**src/rtl/prog_delay_timer.sv**
```systemverilog
// prog_delay_timer
//    Programmable delay timer with a one-shot mode and a periodic mode.
//    A start request in IDLE latches the mode, the prescale value P and the
//    delay length N. Each unit lasts P+1 clocks. done pulses for one clock
//    every N*(P+1) clocks. In one-shot mode the block then returns to IDLE.
//    In periodic mode it reloads N and keeps running until abort or reset.
//
// Ports
//    clock        rising-edge clock for all logic
//    reset_n      asynchronous active-low reset
//    start        request a delay (sampled only in IDLE)
//    abort        cancel a running delay (ignored in IDLE)
//    mode         0 = one-shot, 1 = periodic (latched on start)
//    delay_ticks  delay length in units, 0 selects DEFAULT_TICKS (latched on start)
//    prescale     unit length minus one, in clocks (latched on start)
//    busy         high while in RUN
//    done         one-clock pulse at delay expiry
//    remaining    units left in the current delay, 0 in IDLE
//
// State | meaning
// IDLE  | waiting for start; outputs held at 0
// RUN   | counting units; the prescaler wraps every P+1 clocks

module prog_delay_timer #(
    parameter int CNT_W         = 18,
    parameter int PRE_W         = 8,
    parameter int DEFAULT_TICKS = 200000
) (
    input  logic             clock,
    input  logic             reset_n,
    input  logic             start,
    input  logic             abort,
    input  logic             mode,
    input  logic [CNT_W-1:0] delay_ticks,
    input  logic [PRE_W-1:0] prescale,
    output logic             busy,
    output logic             done,
    output logic [CNT_W-1:0] remaining
);

    localparam logic [CNT_W-1:0] DEF_TICKS = CNT_W'(DEFAULT_TICKS);
    localparam logic [CNT_W-1:0] ONE_TICK  = CNT_W'(1);
    localparam logic [PRE_W-1:0] ONE_PRE   = PRE_W'(1);

    typedef enum logic {
        IDLE = 1'b0,
        RUN  = 1'b1
    } state_t;

    state_t           state;
    logic [PRE_W-1:0] pre_cnt;
    logic [PRE_W-1:0] pre_max;
    logic [CNT_W-1:0] reload;
    logic             periodic;

    // Zero delay_ticks selects the default length, so a running delay is never 0.
    logic [CNT_W-1:0] start_ticks;
    assign start_ticks = (delay_ticks == '0) ? DEF_TICKS : delay_ticks;

    always_ff @(posedge clock or negedge reset_n) begin
        if (!reset_n) begin
            state     <= IDLE;
            pre_cnt   <= '0;
            pre_max   <= '0;
            reload    <= '0;
            periodic  <= 1'b0;
            busy      <= 1'b0;
            done      <= 1'b0;
            remaining <= '0;
        end else begin
            done <= 1'b0;
            case (state)
                IDLE: begin
                    // start wins over a simultaneous abort; abort alone does nothing here
                    if (start) begin
                        state     <= RUN;
                        periodic  <= mode;
                        pre_max   <= prescale;
                        reload    <= start_ticks;
                        remaining <= start_ticks;
                        pre_cnt   <= '0;
                        busy      <= 1'b1;
                    end
                end
                RUN: begin
                    if (abort) begin
                        // abort beats an expiry on the same edge, so no done here
                        state     <= IDLE;
                        pre_cnt   <= '0;
                        busy      <= 1'b0;
                        remaining <= '0;
                    end else if (pre_cnt == pre_max) begin
                        pre_cnt <= '0;
                        if (remaining <= ONE_TICK) begin
                            done <= 1'b1;
                            if (periodic) begin
                                remaining <= reload;
                            end else begin
                                state     <= IDLE;
                                busy      <= 1'b0;
                                remaining <= '0;
                            end
                        end else begin
                            remaining <= remaining - ONE_TICK;
                        end
                    end else begin
                        pre_cnt <= pre_cnt + ONE_PRE;
                    end
                end
                default: begin
                    state     <= IDLE;
                    pre_cnt   <= '0;
                    busy      <= 1'b0;
                    remaining <= '0;
                end
            endcase
        end
    end

endmodule

```
**config.mk**
```make
export PLATFORM = sky130hd
export DESIGN_NAME = prog_delay_timer
export DESIGN_NICKNAME = d
export VERILOG_FILES = /design/src/rtl/prog_delay_timer.sv
export SDC_FILE = /design/constraint.sdc
export NUM_CORES = 1
export LEC_CHECK = 0
export CAP_MARGIN = 25
export CORE_UTILIZATION = 50
export DETAILED_ROUTE_END_ITERATION = 7
export PLACE_DENSITY = 0.75
export SETUP_SLACK_MARGIN = 0.1
export SLEW_MARGIN = 0
export SYNTH_ARGS = -nofsm -noshare
export SYNTH_HDL_FRONTEND = slang
export SYNTH_SLANG_ARGS = --single-unit
```
**constraint.sdc**
```tcl
create_clock -name clock -period 2.4 [get_ports clock]
set_input_delay 0.48 -clock clock [delete_from_list [all_inputs] [get_ports clock]]
set_output_delay 0.48 -clock clock [all_outputs]
set_load 0.005 [all_outputs]
```
* After elaboration in Yosys (flattened, before gate mapping)
Cells that the tools add are included.
** Storage, ports and cells
- Register bits :: 56
- Memory bits (read-only) :: 0
- Output and inout port bits :: 20
- Word-level logic and storage cells :: 48
- Latch bits :: 0
- Bits of input ports :: 31
- Memories kept :: 0
- Bits in writable memories :: 0
** Operators by class
- Reductions and logical operators :: 4
- Multiplexer cells :: 27
- $add $sub $neg :: 2
- Equality and inequality tests :: 5
- Multipliers :: 0
- Order comparisons :: 1
- Shifts and indexed selects :: 0
- Bitwise operators :: 1
- Divide/modulo/power cells :: 0
** Operators with widths (count)
- $mux 18 :: 6
- $pmux 18 s2 :: 1
- $mux 8 :: 3
- $le 18x1->1 const B :: 1
- $logic_not 18->1 :: 1
- $sub 18x1->18 const B :: 1
- $pmux 8 s2 :: 1
- $mux 1 :: 14
- $add 8x1->8 const B :: 1
- $eq 8x8->1 :: 1
- $ne 3x2->1 const B :: 2
- $pmux 1 s2 :: 2
- $reduce_and 2->1 :: 2
- $reduce_and 4->1 :: 1
- $ne 3x3->1 const B :: 1
- $ne 2x2->1 const B :: 1
- $not 1->1 :: 1

* Depth between registers and ports, before layout
Gate-level depths: netlist of the first run.
- Depth in word-level cells :: 5
- Gate-level depth with buffers :: 9
- Gate-level depth less buffers :: 7

* Worst setup path after synthesis of the first run
Ideal clock, no wire load.
- Kind :: reg2reg
- From :: register remaining[0]
- To :: register remaining[13]
- Setup time :: 81 ps
- Period minus slack after synthesis :: 1995 ps
- Data arrival time :: 1915 ps
- Cell stages (with the launch flop) :: 10
- Setup slack :: 405 ps
- Cells stage by stage :: dfrtp_1 > inv_1 > ha_1 > or2_1 > clkbuf_1 > and2_1 > buf_4 > nand2_4 > mux2_4 > o211ai_2
** Between the ends
- Longest elaborated chain between the ends :: 5
** Ends and longest elaborated chain
- start: declaration :: RTL line 38 : output logic [CNT_W-1:0] remaining
- start signal: assignment :: RTL line 80 : remaining <= start_ticks;
- start signal: assignment :: RTL line 97 : remaining <= reload;
- start signal: assignment :: RTL line 104 : remaining <= remaining - ONE_TICK;
- $sub 18x1->18 / $le 18x1->1 (equally long branches) :: RTL line 104, 94
- $mux 18 * :: RTL line 94 : if (remaining <= ONE_TICK) begin
- $mux 18 * :: RTL line 92 : end else if (pre_cnt == pre_max) begin
- $mux 18 * :: RTL line 86 : if (abort) begin
- $pmux 18 s2 * :: RTL line 72 : case (state)
Every way passes the cells marked *; elsewhere a longest branch is shown, timed or not. The select of a mux whose other input is x is not followed.
A chain may end at the register's enable or synchronous reset.

* Worst setup path after layout of the first run
- From :: register remaining[0]
- To :: register remaining[6]
The elaborated chain is that of the path after synthesis.

==> impl_metrics.yaml, run 1 <==
status:
  status: "completed"
critical_path:
  cp_slowest_cell: "dfrtp_1"
  critPathMaxFanout: 8
  crit_path_end_kind: "flop"
  critical_path_class: "flop to flop"
  crit_path_start_kind: "flop"
  slowest_delay_ns: 0.49
  startpoint: "remaining[0]$_DFFE_PN0P_"
  cp.required_ns: 2.64
  arrival_ns: 2.41
  cp_cell_sequence: "inv_1 -> ha_1 -> or3b_4 -> or4_1 -> a22oi_1 -> o21ai_1 -> a31oi_1"
  r2r_start: "remaining[0]$_DFFE_PN0P_"
sta:
  fin_worst_skew_ns: 0.0102
  maxSlewViolCount: 0
  tns_ns: 0
  setup_viol: 0
  period_minus_slack_ns: 2.18
  rsz0062_at_grt: "false"
  tightest_slew_ns: 0.766
  clock.fmax_ghz: 0.459
  slew_headroom_pct: 48.8
  fin_crit_sh_pct: 90.7
  hold_viol_final: 0
yosys:
  yosys-top-cells-count: "94 x nand2_1, 56 x dfrtp_1, 20 x o21ai_1"
  ys.flop_type: "dfrtp_1"
  yosys.area.top_type_share_pct: 42.3
  synth_area_leader_cell: "dfrtp_1"
  async_flop_share_pct: 100
  synth-edff-count: 0
  yosys_warnings: 0
  synthTopCellsByArea: "dfrtp_1 42%, nand2_1 11%, xor2_1 3.4%"
  synth.net_count: 410
  yosysMostFrequentCell: "nand2_1"
  syn_avg_cell_area_um2: 8.81
  synth_area_mm2: 0.00331
  synth_cell_types: 58
  synthCells: 376
  synth_seq_cells: 56
  yosysSeqAreaShare_pct: 42.3
power:
  power.share.clock_pct: 18.0
  power.density_mw_per_mm2: 729
  sequentialPowerShare_pct: 48.1
  power_uw: 2960
  p_switching_uw: 1110
  p_leak_uw: 0.00176
  power_frac_comb_pct: 33.9
  swShare_pct: 37.6
  peakVddDrop_mv: 0.469
  p_int_uw: 1850
placed_design:
  io_buffers: 50
  place_hpwl_um: 6580
  placed_cells: 501
  gp_congestion: 0.873
route:
  drtIter0Drc: 320
  dr.pass1.iters: 5
  ant_nets: 0
  drc: 0
  wirelength_um: 8950
  wl_per_cell_um: 17.6
  vias_per_cell: 6.08
  vias: 3095
cells_and_area:
  nNetsFinal: 465
  syn_to_final_growth_pct: 22.7
  n_antenna_cell: 0
  drive_gt1_share_pct: 12.5
  final-instance-count-excl-fill: 509
clocking:
  numCtsBuffers: 5
  cts_tree: "done"
  post_cts_buffers: 0
  cts_buffer_depth: 2
  clkLatencyLatePin_ns: 0.32
  htree_levels: 2
  clock-sinks: 56
  path_clk_slew_ns: 0.11
  ctsHoldBuffers: 0
  cts_root_buffer: "clkbuf_8"
worst_hold_path:
  hold_path.class: "primary input to async pin"
global_routing:
  antenna_found_initial: 0
  gr-usage-all-layers_pct: 26.9
  grt_max_degree: 57
  grt_pass1_wl_um: 14800
  grt_pass1_vias: 2864
  overflow: 0
die:
  core_mm2: 0.00639
  start_util_pct: 51.9
  dieHeight_um: 83.4
  ios: 51
  die_area_mm2: 0.00696
  rows: 29
  dieWidth_um: 83.4
job:
  drv_cap: 0
-- routing by layer --
layer  track usage, %  routed length [um]  up-vias
met1             40.4                4160     1502
li1                 -                   -     1446
met2             38.9                3950      135
met5                0                   0        -
met3             6.66                 727       12
met4             6.74                 115        0
-- kinds of logic after synthesis --
family | synth area share (%)
muxes | 1.59
AOI/OAI and AO/OA | 18.3
buffers and inverters | 4.08
and+or+nand+nor | 27.3
adders and majority gates | 1.13
xor gates and xnor gates | 5.29
DFF | 42.3
-- power groups by stage --
stage | registers (uW) | clock network (uW) | logic [uW]
after floorplan | 1330 | 0 | 630
after global placement | 1430 | 0 | 968
after detailed placement | 1440 | 0 | 988
after CTS | 1420 | 543 | 996
after global routing | 1460 | 583 | 1100
final | 1430 | 532 | 1000
-- flip-flops by register name, summed over array words and instances, names as in the netlist --
| register | flops |
|---|---|
| busy | 1 |
| done | 1 |
| periodic | 1 |
| pre_cnt | 8 |
| pre_max | 8 |
| reload | 18 |
| remaining | 18 |
| state | 1 |
-- final timing paths --
check	to	slack, ns	depth (start not counted)
min	pre_cnt[7]$_DFFE_PN0N_	0.16	2
min reg2reg	reload[10]$_DFFE_PN0P_	0.49	2
max in group asynchronous	remaining[15]$_DFFE_PN0P_	2.00	2
min in group clock	reload[10]$_DFFE_PN0P_	0.49	2
max reg2reg	remaining[6]$_DFFE_PN0P_	0.22	7
max	remaining[6]$_DFFE_PN0P_	0.22	7
-- cells in the final DEF (no fill, tap or decap), types with 5 or more instances in the layout --
cell type,synthesis,routed
nand3_1,11,11
clkdlybuf4s50_1,0,49
nand4_1,8,8
a31oi_1,10,10
nand2b_1,11,11
dfrtp_1,56,56
inv_1,6,6
xor2_1,13,13
a21oi_1,15,15
nor2_1,7,7
buf_4,3,20
nand2_1,94,94
xnor2_1,7,7
clkbuf_8,0,5
nor3_1,9,9
o21bai_1,5,5
o21ai_1,20,20
a211oi_1,7,7
-- per-stage QoR --
| stage | setup WS, ns | hold slack, ns | area (um^2) | util (%) |
|---|---|---|---|---|
| 6_report | 0.223 | 0.155 | 4060 | 63.6 |
| 5_1_grt | 0.105 | 0.160 | 4060 | 63.6 |
| 2_1_floorplan | 0.405 | 0.184 | 3310 | - |
| 4_1_cts | 0.155 | 0.164 | 4060 | 63.5 |
| 3_5_place_dp | 0.0808 | 0.468 | 3970 | 62.1 |
| 3_3_place_gp | 0.171 | 0.460 | 3970 | 62.1 |
-- critical path: cells and delay by family, from the launching register on --
family                     cells  cell delay (ns)
AOI/OAI and AO/OA              3             0.47
buffers and inverters          1             0.10
DFF                            1             0.49
and+or+nand+nor                2             0.83
adders and majority gates      1             0.22
-- final cells by class --
type | instances | area (um^2)
inverters | 6 | 22.5
well taps | 77 | 96.3
multi-input cells | 291 | 1790
clock buffers | 5 | 68.8
fillers | 542 | 2320
flip-flops and latches | 56 | 1400
repair buffers | 71 | 666
clock inverters | 3 | 21.3
-- timing repair --
item,4_1_cts,5_1_grt
hold endpoints to repair,0,0
gates resized for setup,0,4
endpoints found under the setup margin,0,9
Power figures use the tool's default switching activity.
==> run 2: changes to the inputs <==
- ABC_CLOCK_PERIOD_IN_PS: default -> 2400
==> results of run 2 <==
The final DEF is identical to that of run 1; final timing and power are the same.
==> run 3: changes to the inputs <==
- CTS_CLUSTER_SIZE: default -> 16
==> results of run 3 <==
The final DEF is identical to that of run 1; final timing and power are the same.
